<file path="config.mk">
export PLATFORM = sky130hd
export DESIGN_NAME = feedback_tone_player
export DESIGN_NICKNAME = d
export VERILOG_FILES = /design/src/rtl/feedback_tone_player.sv
export SDC_FILE = /design/constraint.sdc
export NUM_CORES = 1
export LEC_CHECK = 0
export BUFFER_PORTS_ARGS = -buffer_cell sky130_fd_sc_hd__buf_2
export CORE_MARGIN = 5
export CORE_UTILIZATION = 30
export DETAILED_ROUTE_END_ITERATION = 10
export PLACE_DENSITY = 0.55
export SLEW_MARGIN = 30
export SYNTH_ARGS = -nofsm -noshare
export SYNTH_HDL_FRONTEND = slang
export SYNTH_SLANG_ARGS = --single-unit
</file>
<file path="constraint.sdc">
create_clock -name i_clk -period 6.39 [get_ports i_clk]
set_input_delay 1.278 -clock i_clk [delete_from_list [all_inputs] [get_ports i_clk]]
set_output_delay 1.278 -clock i_clk [all_outputs]
set_load 0.005 [all_outputs]
</file>
<file path="src/rtl/feedback_tone_player.sv">
// Buzzer feedback engine: turns per-lane note results into queued square-wave tones
// whose pitch depends on hit/miss and lane, each followed by a silent gap.
module feedback_tone_player #(
    parameter int LANES       = 8,
    parameter int DEPTH       = 4,
    parameter int TONE_CYCLES = 5000000,
    parameter int GAP_CYCLES  = 1000000,
    parameter int HIT_HALF    = 25000,
    parameter int MISS_HALF   = 100000,
    parameter int STEP_HALF   = 2500,
    parameter int HALF_W      = 20,
    parameter int DUR_W       = 24
) (
    input  logic                   i_clk,
    input  logic                   i_rst,
    input  logic [LANES-1:0]       i_note_action,
    input  logic [LANES-1:0]       i_note_success,
    input  logic                   i_mute,
    output logic                   o_buzzer,
    output logic                   o_busy,
    output logic [$clog2(LANES):0] o_tone_code,
    output logic [$clog2(DEPTH):0] o_fifo_level,
    output logic                   o_drop_pulse,
    output logic [7:0]             o_drop_count
);
    localparam int LANE_W = $clog2(LANES);
    localparam int PTR_W  = $clog2(DEPTH);
    localparam int CODE_W = LANE_W + 1;
    localparam int CNT_W  = PTR_W + 1;

    localparam logic [1:0] ST_IDLE = 2'd0;
    localparam logic [1:0] ST_PLAY = 2'd1;
    localparam logic [1:0] ST_GAP  = 2'd2;

    localparam logic [HALF_W-1:0] HIT_H     = HALF_W'(HIT_HALF);
    localparam logic [HALF_W-1:0] MISS_H    = HALF_W'(MISS_HALF);
    localparam logic [HALF_W-1:0] STEP_H    = HALF_W'(STEP_HALF);
    localparam logic [DUR_W-1:0]  TONE_LAST = DUR_W'(TONE_CYCLES - 1);
    localparam logic [DUR_W-1:0]  GAP_LAST  = DUR_W'((GAP_CYCLES > 0) ? (GAP_CYCLES - 1) : 0);

    localparam longint HALF_MAX = ((HIT_HALF > MISS_HALF) ? longint'(HIT_HALF) : longint'(MISS_HALF))
                                  + longint'(LANES - 1) * longint'(STEP_HALF);

    if (HALF_MAX >= (longint'(1) << HALF_W)) begin : g_half_w_too_small
        $error("HALF_W cannot hold the largest half-period");
    end
    if (longint'(TONE_CYCLES) > (longint'(1) << DUR_W) || longint'(GAP_CYCLES) > (longint'(1) << DUR_W)) begin : g_dur_w_too_small
        $error("DUR_W cannot hold the tone or gap length");
    end
    if (LANES < 2 || DEPTH < 2 || (DEPTH & (DEPTH - 1)) != 0) begin : g_bad_geometry
        $error("LANES must be >= 2 and DEPTH a power of two >= 2");
    end

    logic [LANES-1:0]  r_prev;
    logic [CODE_W-1:0] r_mem [DEPTH];
    logic [PTR_W-1:0]  r_wr_ptr, r_rd_ptr;
    logic [CNT_W-1:0]  r_count;
    logic [1:0]        r_state;
    logic [HALF_W-1:0] r_half, r_half_cnt;
    logic [DUR_W-1:0]  r_dur_cnt, r_gap_cnt;
    logic              r_phase;
    logic [CODE_W-1:0] r_code;
    logic              r_buzzer, r_busy, r_drop_pulse;
    logic [CODE_W-1:0] r_tone_code;
    logic [7:0]        r_drop_count;

    logic [LANES-1:0]  w_rise;
    logic [LANE_W-1:0] w_sel_lane;
    logic              w_event, w_pop, w_push, w_drop;
    logic [CODE_W-1:0] w_head;
    logic [HALF_W-1:0] w_base_half, w_pop_half;
    logic [CNT_W-1:0]  w_count_nxt;
    logic [1:0]        w_state_nxt;
    logic [HALF_W-1:0] w_half_nxt, w_half_cnt_nxt;
    logic [DUR_W-1:0]  w_dur_nxt, w_gap_nxt;
    logic              w_phase_nxt;
    logic [CODE_W-1:0] w_code_nxt;

    assign w_rise      = i_note_action & ~r_prev;
    assign w_event     = |w_rise;
    assign w_pop       = (r_state == ST_IDLE) && (r_count != '0);
    assign w_push      = w_event && ((r_count < CNT_W'(DEPTH)) || w_pop);
    assign w_drop      = w_event && !w_push;
    assign w_head      = r_mem[r_rd_ptr];
    assign w_base_half = w_head[LANE_W] ? HIT_H : MISS_H;
    assign w_pop_half  = w_base_half + HALF_W'(w_head[LANE_W-1:0]) * STEP_H;

    // Lowest-index rising lane wins; the others in the same cycle are ignored.
    always_comb begin
        w_sel_lane = '0;
        for (int i = LANES - 1; i >= 0; i--) begin
            w_sel_lane = w_rise[i] ? LANE_W'(i) : w_sel_lane;
        end
    end

    // FIFO occupancy after this edge.
    always_comb begin
        case ({w_push, w_pop})
            2'b10:   w_count_nxt = r_count + CNT_W'(1);
            2'b01:   w_count_nxt = r_count - CNT_W'(1);
            default: w_count_nxt = r_count;
        endcase
    end

    // Tone sequencer next state: pop in IDLE, square wave in PLAY, silence in GAP.
    always_comb begin
        w_state_nxt    = r_state;
        w_half_nxt     = r_half;
        w_half_cnt_nxt = r_half_cnt;
        w_dur_nxt      = r_dur_cnt;
        w_gap_nxt      = r_gap_cnt;
        w_phase_nxt    = r_phase;
        w_code_nxt     = r_code;
        case (r_state)
            ST_IDLE: begin
                if (w_pop) begin
                    w_state_nxt    = ST_PLAY;
                    w_code_nxt     = w_head;
                    w_half_nxt     = w_pop_half;
                    w_half_cnt_nxt = w_pop_half - HALF_W'(1);
                    w_dur_nxt      = TONE_LAST;
                    w_phase_nxt    = 1'b1;
                end else begin
                    w_phase_nxt    = 1'b0;
                end
            end
            ST_PLAY: begin
                if (r_dur_cnt == '0) begin
                    w_phase_nxt = 1'b0;
                    if (GAP_CYCLES == 0) begin
                        w_state_nxt = ST_IDLE;
                    end else begin
                        w_state_nxt = ST_GAP;
                        w_gap_nxt   = GAP_LAST;
                    end
                end else begin
                    w_dur_nxt = r_dur_cnt - DUR_W'(1);
                    if (r_half_cnt == '0) begin
                        w_phase_nxt    = ~r_phase;
                        w_half_cnt_nxt = r_half - HALF_W'(1);
                    end else begin
                        w_half_cnt_nxt = r_half_cnt - HALF_W'(1);
                    end
                end
            end
            ST_GAP: begin
                if (r_gap_cnt == '0) begin
                    w_state_nxt = ST_IDLE;
                end else begin
                    w_gap_nxt = r_gap_cnt - DUR_W'(1);
                end
            end
            default: begin
                w_state_nxt = ST_IDLE;
                w_phase_nxt = 1'b0;
            end
        endcase
    end

    // Event storage; contents are only meaningful between the pointers.
    always_ff @(posedge i_clk) begin
        if (w_push) begin
            r_mem[r_wr_ptr] <= {i_note_success[w_sel_lane], w_sel_lane};
        end
    end

    // State, pointers and registered outputs.
    always_ff @(posedge i_clk) begin
        if (i_rst) begin
            r_prev       <= i_note_action;
            r_wr_ptr     <= '0;
            r_rd_ptr     <= '0;
            r_count      <= '0;
            r_state      <= ST_IDLE;
            r_half       <= HALF_W'(1);
            r_half_cnt   <= '0;
            r_dur_cnt    <= '0;
            r_gap_cnt    <= '0;
            r_phase      <= 1'b0;
            r_code       <= '0;
            r_buzzer     <= 1'b0;
            r_busy       <= 1'b0;
            r_tone_code  <= '0;
            r_drop_pulse <= 1'b0;
            r_drop_count <= 8'd0;
        end else begin
            r_prev       <= i_note_action;
            r_wr_ptr     <= w_push ? r_wr_ptr + PTR_W'(1) : r_wr_ptr;
            r_rd_ptr     <= w_pop ? r_rd_ptr + PTR_W'(1) : r_rd_ptr;
            r_count      <= w_count_nxt;
            r_state      <= w_state_nxt;
            r_half       <= w_half_nxt;
            r_half_cnt   <= w_half_cnt_nxt;
            r_dur_cnt    <= w_dur_nxt;
            r_gap_cnt    <= w_gap_nxt;
            r_phase      <= w_phase_nxt;
            r_code       <= w_code_nxt;
            r_buzzer     <= w_phase_nxt & ~i_mute & (w_state_nxt == ST_PLAY);
            r_busy       <= (w_state_nxt != ST_IDLE) || (w_count_nxt != '0);
            r_tone_code  <= (w_state_nxt == ST_PLAY) ? w_code_nxt : '0;
            r_drop_pulse <= w_drop;
            if (w_drop && r_drop_count != 8'd255) begin
                r_drop_count <= r_drop_count + 8'd1;
            end
        end
    end

    assign o_buzzer     = r_buzzer;
    assign o_busy       = r_busy;
    assign o_tone_code  = r_tone_code;
    assign o_fifo_level = r_count;
    assign o_drop_pulse = r_drop_pulse;
    assign o_drop_count = r_drop_count;
endmodule
</file>
== Word-level counts from Yosys, hierarchy flattened ==
Memory sizes are Yosys's and may differ from the RTL's. A register that Yosys moved wholly into a read port is not among the register bits.
Index checks and enable logic that the tools add are counted.

* Register bits after elaboration: 125
* RAM bits: 16
* Bits of input ports: 19
* Output and inout bits: 18
* Word-level logic and storage cells: 105
* Memories: 1

* Add/sub/neg operators: 11
* Multipliers: 1
* Magnitude comparators: 2
* Equality and inequality tests: 10
* Mux-type cells: 36
* Bitwise gates (word level): 7
* Reduce and logical (&&, ||, !) cells: 21

{| class="wikitable"
|+ Memories
! name !! depth !! width !! rd ports !! clocked after memory_dff !! wr ports !! line !! text
|-
| r_mem || 4 || 4 || 1 || 1 || 1 || 55 || <nowiki>logic [CODE_W-1:0] r_mem [DEPTH];</nowiki>
|}

{| class="wikitable"
|+ Operator list
! cell !! count
|-
| $mux 24 || 4
|-
| $pmux 24 s2 || 2
|-
| $mux 20 || 3
|-
| $logic_not 24->1 || 2
|-
| $sub 24x1->24 const B || 2
|-
| $pmux 20 s2 || 1
|-
| $sub 20x1->20 const B || 2
|-
| $mux 3 || 8
|-
| $logic_not 20->1 || 1
|-
| $sub 18x1->19 const B || 1
|-
| $add 17x15->18 || 1
|-
| $mux 17 || 1
|-
| $mul 3x10->13 const B || 1
|-
| $mux 2 || 5
|-
| $add 8x1->8 const B || 1
|-
| $and 8x8->8 || 1
|-
| $mux 4 || 2
|-
| $ne 2x2->1 const B || 4
|-
| $ne 8x8->1 const B || 1
|-
| $not 8->8 || 1
|-
| $reduce_or 8->1 || 1
|-
| $eq 2x1->1 const B || 3
|-
| $mux 1 || 6
|-
| $pmux 2 s3 || 1
|-
| other kinds (20) || 33
|}

== Longest topological paths before layout ==
Gate-level depths: netlist of run 1.

* Depth in word-level cells: 12
* Depth in mapped cells: 18
* Gate-level depth less buffers: 17

== Worst setup path before layout of run 1 ==
OpenSTA, ideal clock, no wires.

* Path type: register -> register
* Start point: register (tool-made name)
* End point: register r_half_cnt[17]
* Library setup time: 115 ps
* Arrival: 4831 ps
* Required time: 6275 ps
* Setup slack: 1444 ps
* Stages on the path, launching flop included: 17
* Path buffers: 2
* Clock period less this slack: 4946 ps
* Cells stage by stage: dfxtp_1 -> buf_6 -> mux4_2 -> buf_2 -> fa_1 -> ha_1 -> fa_1 -> xor2_1 -> ha_1 -> and3_1 -> a221oi_1 -> a211oi_1 -> nor3_1 -> xnor2_1 -> or2_1 -> or4_1 -> and3_1

{| class="wikitable"
|+ RTL lines
! item !! line !! text
|-
| to (signal assigned) || 193 || <nowiki>r_half_cnt <= w_half_cnt_nxt;</nowiki>
|-
| to (decl) || 59 || <nowiki>logic [HALF_W-1:0] r_half, r_half_cnt;</nowiki>
|}

==> metrics, run 1 <==
status complete, no violations; clock edge transition at the registers on the reported setup and hold paths around 70 ps; cts hold-fix bufs 0; Die Height 169 um; Worst-Margin Slew 962 ps; Final Net Count 941; Tcrit/Tclk final 0.836; synth warn 0; post-synthesis sequential element count 140; Clk Latency, worst-skew pair between 400 and 500 ps; H-tree levels 4; Highest Clock Rate approximately 190 MHz; CTS Root Cell clkbuf_16; Startpoint Class register; mapped cell area 0.00756 sq mm; worst-path fanout max 18; crit-path cells mux4_2 -> fa_1 -> ha_1 -> fa_1 -> xor2_1 -> ha_1 -> and3_1 -> a221oi_1 -> a211oi_1 -> nor3_1 -> xnor2_1 -> or2_1 -> or4_1 -> and3_1; CTS tree built; die area 0.0285 sq mm; register cell area after layout 0.00296 sq mm; worst hold-check path type reg -> reg; Antenna Cells 0; row count just under 60; Max-Cap Viols 0; Syn Nets 916; Vias 6219; TNS Setup 0 ps; post-DP HPWL 12.4 mm; vias per cell 5.03; clk sink count 140; Die Wd 169 um; Post-Route WL 17.6 mm; fraction of registers with async set/reset 0; Routed wire per std cell about 14 um; EDFF count, synth 16; area occupied by multi-input gates 0.00434 sq mm; drt first pass iters 5; critical path's slowest cell mux4_2; num ports 37; Overflow after GRT 0; Antenna Nets Post-Route 0; synthesis-to-finish area growth 14.7%; Synth area leaders dfxtp_1 (33%), edfxtp_1 (6.4%), nor2_1 (5.0%), xnor2_1 (4.6%), a21oi_1 (4.5%); Synth Instances around 870; initial antenna violation count 0; Yosys top cell area share 0.328; post-synthesis sequential area ratio 0.392; core area roughly 0.025 sq mm; CTS resizes 0; crit path DAT 5650 ps; most frequent cells in the layout dfxtp_1 (124), nor2_1 (101), nand2_1 (69); CP Capture Type register; Syn Area/Cell 8.70 sq um; PortBufs 36; most common cell after layout, fill and taps aside dfxtp_1; largest net degree at the start of global routing 70; post-synth top area cell dfxtp_1; final setup vio count 0; max-slew violation count 0; RSZ-0062 raised after global routing false; fill count ~2.6k; synth unique cells 76; Initial DRC Count 335; final hold violation count 0; Top FF cell, synth dfxtp_1; reg2reg setup slack 1050 ps; slew margin rel. 0.357; max incr delay on CP between 700 and 800 ps; routability congestion estimate 0.786; drt drc 0; CP Data Required Time around 6700 ps; clock buffer depth 2; CP Class reg -> reg; first-pass GRT wire length 30.1 mm; Hold Crit Start r_half[17]$_SDFFE_PP0P_; postcts setup bufs 0; initial core utilization 0.303; Clock Skews 11.2 ps; vias in the first global route 6125; fin crit period 5340 ps; share of layout cells above drive strength 1 0.110; Overall Global Routing Usage 0.126; cts bufs inserted 17
state kept, by name (all words and copies together), names as in the netlist, 8 cells and up, named ones only:
register,count
r_prev,8
r_gap_cnt,24
r_half_cnt,20
r_half,17
r_mem,16
r_dur_cnt,24
o_drop_count,8
critical path: cells and delay by family, from the launching register on:
family / cells / cell delay (ps)
simple gates: 5 / 1420
xor+xnor: 2 / 350
compound gates: 2 / 660
flops: 1 / 510
fa+ha+maj: 4 / 1560
mux: 1 / 740
cell type report:
type,count,area share
well taps,330,0.0476
repair buffers,46,0.0297
multi-input cells,663,0.501
inverters,26,0.0113
flip-flops and latches,140,0.342
clock inverters,15,0.0199
clock buffers,17,0.0491
final timing paths:
check / end / depth (start not counted)
worst max-delay path: r_half_cnt[17]$_SDFFE_PP0P_ / 14
worst min-delay path: r_half[17]$_SDFFE_PP0P_ / 2
worst max register to register: r_half_cnt[17]$_SDFFE_PP0P_ / 14
worst min register to register: r_half[17]$_SDFFE_PP0P_ / 2
stage by stage:
stage	util	instances	setup WS [ps]	hold WS [ps]	area [sq um]
3_5_place_dp	0.323	1205	993	461	8070
4_1_cts	0.347	1237	994	472	8670
6_report	0.347	1237	1050	470	8670
2_1_floorplan	-	869	1440	436	7560
3_3_place_gp	0.323	1205	1070	458	8070
5_1_grt	0.347	1237	634	480	8670
per-layer routing:
metal  global-route usage  part of all wire  up-vias
li1                     -                 -     3181
met1                0.174              0.50     2942
met2                0.203              0.46       87
met3               0.0266             0.031        9
met4               0.0268            0.0061        0
met5                    0                 0        -
cells in the mapped netlist (11+ instances only):
cell type and count:
nand2b_1 16, a31oi_1 11, or4_1 11, nor2_1 101, inv_1 26, nor3_1 37, dfxtp_1 124, xor2_1 35
a211oi_1 18, clkbuf_1 35, nand2_1 69, edfxtp_1 16, mux2i_1 16, o21ai_0 21, xnor2_1 40, ha_1 24
or3_1 26, nor4_1 14, a21oi_1 68
cell families after synthesis:
group	Yosys count	share of synthesized area
AO/OA/AOI/OAI	196	0.172
AND/OR/NAND/NOR	341	0.229
buffers and inverters	66	0.0339
multiplexers	23	0.0361
XOR/XNOR	75	0.0869
flip-flops	140	0.392
adder cells (fa/ha/maj)	28	0.0503
Power of run 1 is not shown: default switching activity piles up to over one toggle a cycle in this logic, so the estimate is an artifact.
==> inputs of run 2 (changes only) <==
Clock period 6.39 ns to 5.35 ns, I/O delays scaled along.
==> run 2 against run 1 <==
- first-iteration DRC count is 10% higher
- critical path depth stayed put
- flip-flop and latch count stayed put
- maximum frequency is 6.5% higher
- non-clock buffer count is 2 higher
- critical path type unchanged
- highest routed layer unchanged
==> metrics, run 2 (synthesized netlist as in run 1, its figures left out) <==
Startpoint Class register; most common cell after layout, fill and taps aside dfxtp_1; initial core utilization 0.303 (unchanged); worst-path fanout max 8 (-10); final setup vio count 0 (unchanged); clock buffer depth 2 (unchanged); largest net degree at the start of global routing 51 (-27%); Routed wire per std cell 14.3 um (+0.65%); PortBufs 36 (unchanged); Worst-Margin Slew 897 ps (-65.5 ps); Overall Global Routing Usage 0.128 (+0.00170); initial antenna violation count 0 (unchanged); Overflow after GRT 0 (unchanged); row count 58 (unchanged); clk sink count 140 (unchanged); cts hold-fix bufs 0 (unchanged); crit-path cells mux4_2 -> fa_1 -> ha_1 -> fa_1 -> xor2_1 -> ha_2 -> nand2_1 -> o21bai_1 -> a211o_1 -> a221oi_2 -> o2111ai_1 -> or2_1 -> or4_1 -> and3_1; status complete, no violations; CP dominant cell by count fa_1; CTS tree built; first-pass GRT wire length 30.5 mm (+1.3%); slew margin rel. 0.401 (+0.0437); drt drc 0 (unchanged); max incr delay on CP 550 ps (-190 ps); Max-Cap Viols 0 (unchanged); CP Data Required Time 5660 ps (-1040 ps); clock edge transition at the registers on the reported setup and hold paths 70 ps (about the same); core area 0.0250 sq mm (unchanged); Final Net Count 943 (+0.21%); final hold violation count 0 (unchanged); die area 0.0285 sq mm (unchanged); share of layout cells above drive strength 1 0.117 (+0.00636); post-layout util 0.348 (+0.00100); Initial DRC Count 370 (+10%); drt first pass iters 5 (unchanged); Die Height 169 um (unchanged); H-tree levels 4 (unchanged); critical path's slowest cell mux4_2; Highest Clock Rate 199 MHz (+6.5%); Clk Latency, worst-skew pair 420 ps (about the same); CP Class reg -> reg; TNS Setup 0 ps (unchanged); crit path DAT 5320 ps (-330 ps); cts bufs inserted 17 (unchanged); routability congestion estimate 0.815 (+3.6%); CP Capture Type register; synthesis-to-finish area growth 15.0%; Vias 6228 (+0.14%); CTS Root Cell clkbuf_16; Clock Skews 10.4 ps (-0.858 ps); Largest delay share family, worst path adder cells; RSZ-0062 raised after global routing false; most frequent cells in the layout dfxtp_1 (123), nor2_1 (101), nand2_1 (69); Antenna Cells 0 (unchanged); Die Wd 169 um (unchanged); num ports 37 (unchanged); Post-Route WL 17.7 mm (+0.81%); max-slew violation count 0 (unchanged); post-DP HPWL 12.5 mm (+0.80%); leading registers by flop count r_dur_cnt: 24 flops, r_gap_cnt: 24 flops, r_half_cnt: 20 flops; worst hold-check path type reg -> reg; Buf/Inv on CP 0 (unchanged); postcts setup bufs 0 (unchanged); Antenna Nets Post-Route 0 (unchanged); vias per cell 5.03 (about the same); Tcrit/Tclk final 0.937 (+0.101); fin crit period 5020 ps (-328 ps); vias in the first global route 6138 (+0.21%)
==> run 2: cell types whose count changed in the layout (fill, tap and decap cells not counted), sizes merged <==
cell	change
clkinvlp	-2
buf	+2
inv	+2
==> run 2: path summary, 6_finish.rpt <==
check	cells past startpoint	startpoint	slack, ps	end
max	14	register	330	r_half_cnt[17]$_SDFFE_PP0P_
min	2	r_half_cnt[8]$_SDFFE_PP0P_	470	r_half_cnt[8]$_SDFFE_PP0P_
max reg2reg	14	register	330	r_half_cnt[17]$_SDFFE_PP0P_
min reg2reg	2	r_half_cnt[8]$_SDFFE_PP0P_	470	r_half_cnt[8]$_SDFFE_PP0P_
==> run 2: worst min-delay path, stage by stage (launching register included) <==
cell     delay (ps)
dfxtp_1         320
nand2_1          50
a21oi_1          50
==> run 2: layout make-up <==
cell class	count	area [sq um]
clock buffers	17	425
clock inverters	15	169
fillers	2602	16300
inverters	26	97.6
multi-input cells	663	4350
flip-flops and latches	140	2960
well taps	330	413
repair buffers	48	273
==> run 2: metal layers <==
metal,GRT usage,vias up,routed length (um)
met5,0,-,0
met1,0.178,2897,8830
met2,0.202,114,8000
met3,0.0203,25,611
li1,-,3192,-
met4,0.0427,0,295
==> run 2: timing repair <==
action / 4_1_cts / 5_1_grt
resized for setup: 0 / 4
endpoints found under the hold margin: 0 / 0
endpoints found under the setup margin: 0 / 2
==> run 2: through the flow <==
step / hold WS, ps / setup WS, ps / instances / cell area, sq um
CTS: 469 / 155 / 1239 / 8680
detailed placement: 460 / 182 / 1207 / 8090
finish: 469 / 334 / 1239 / 8690
floorplan: 436 / 404 / 869 / 7560
global route: 501 / 30.0 / 1239 / 8690
global placement: 456 / 222 / 1207 / 8090
Power of run 2 is left out for the same reason.
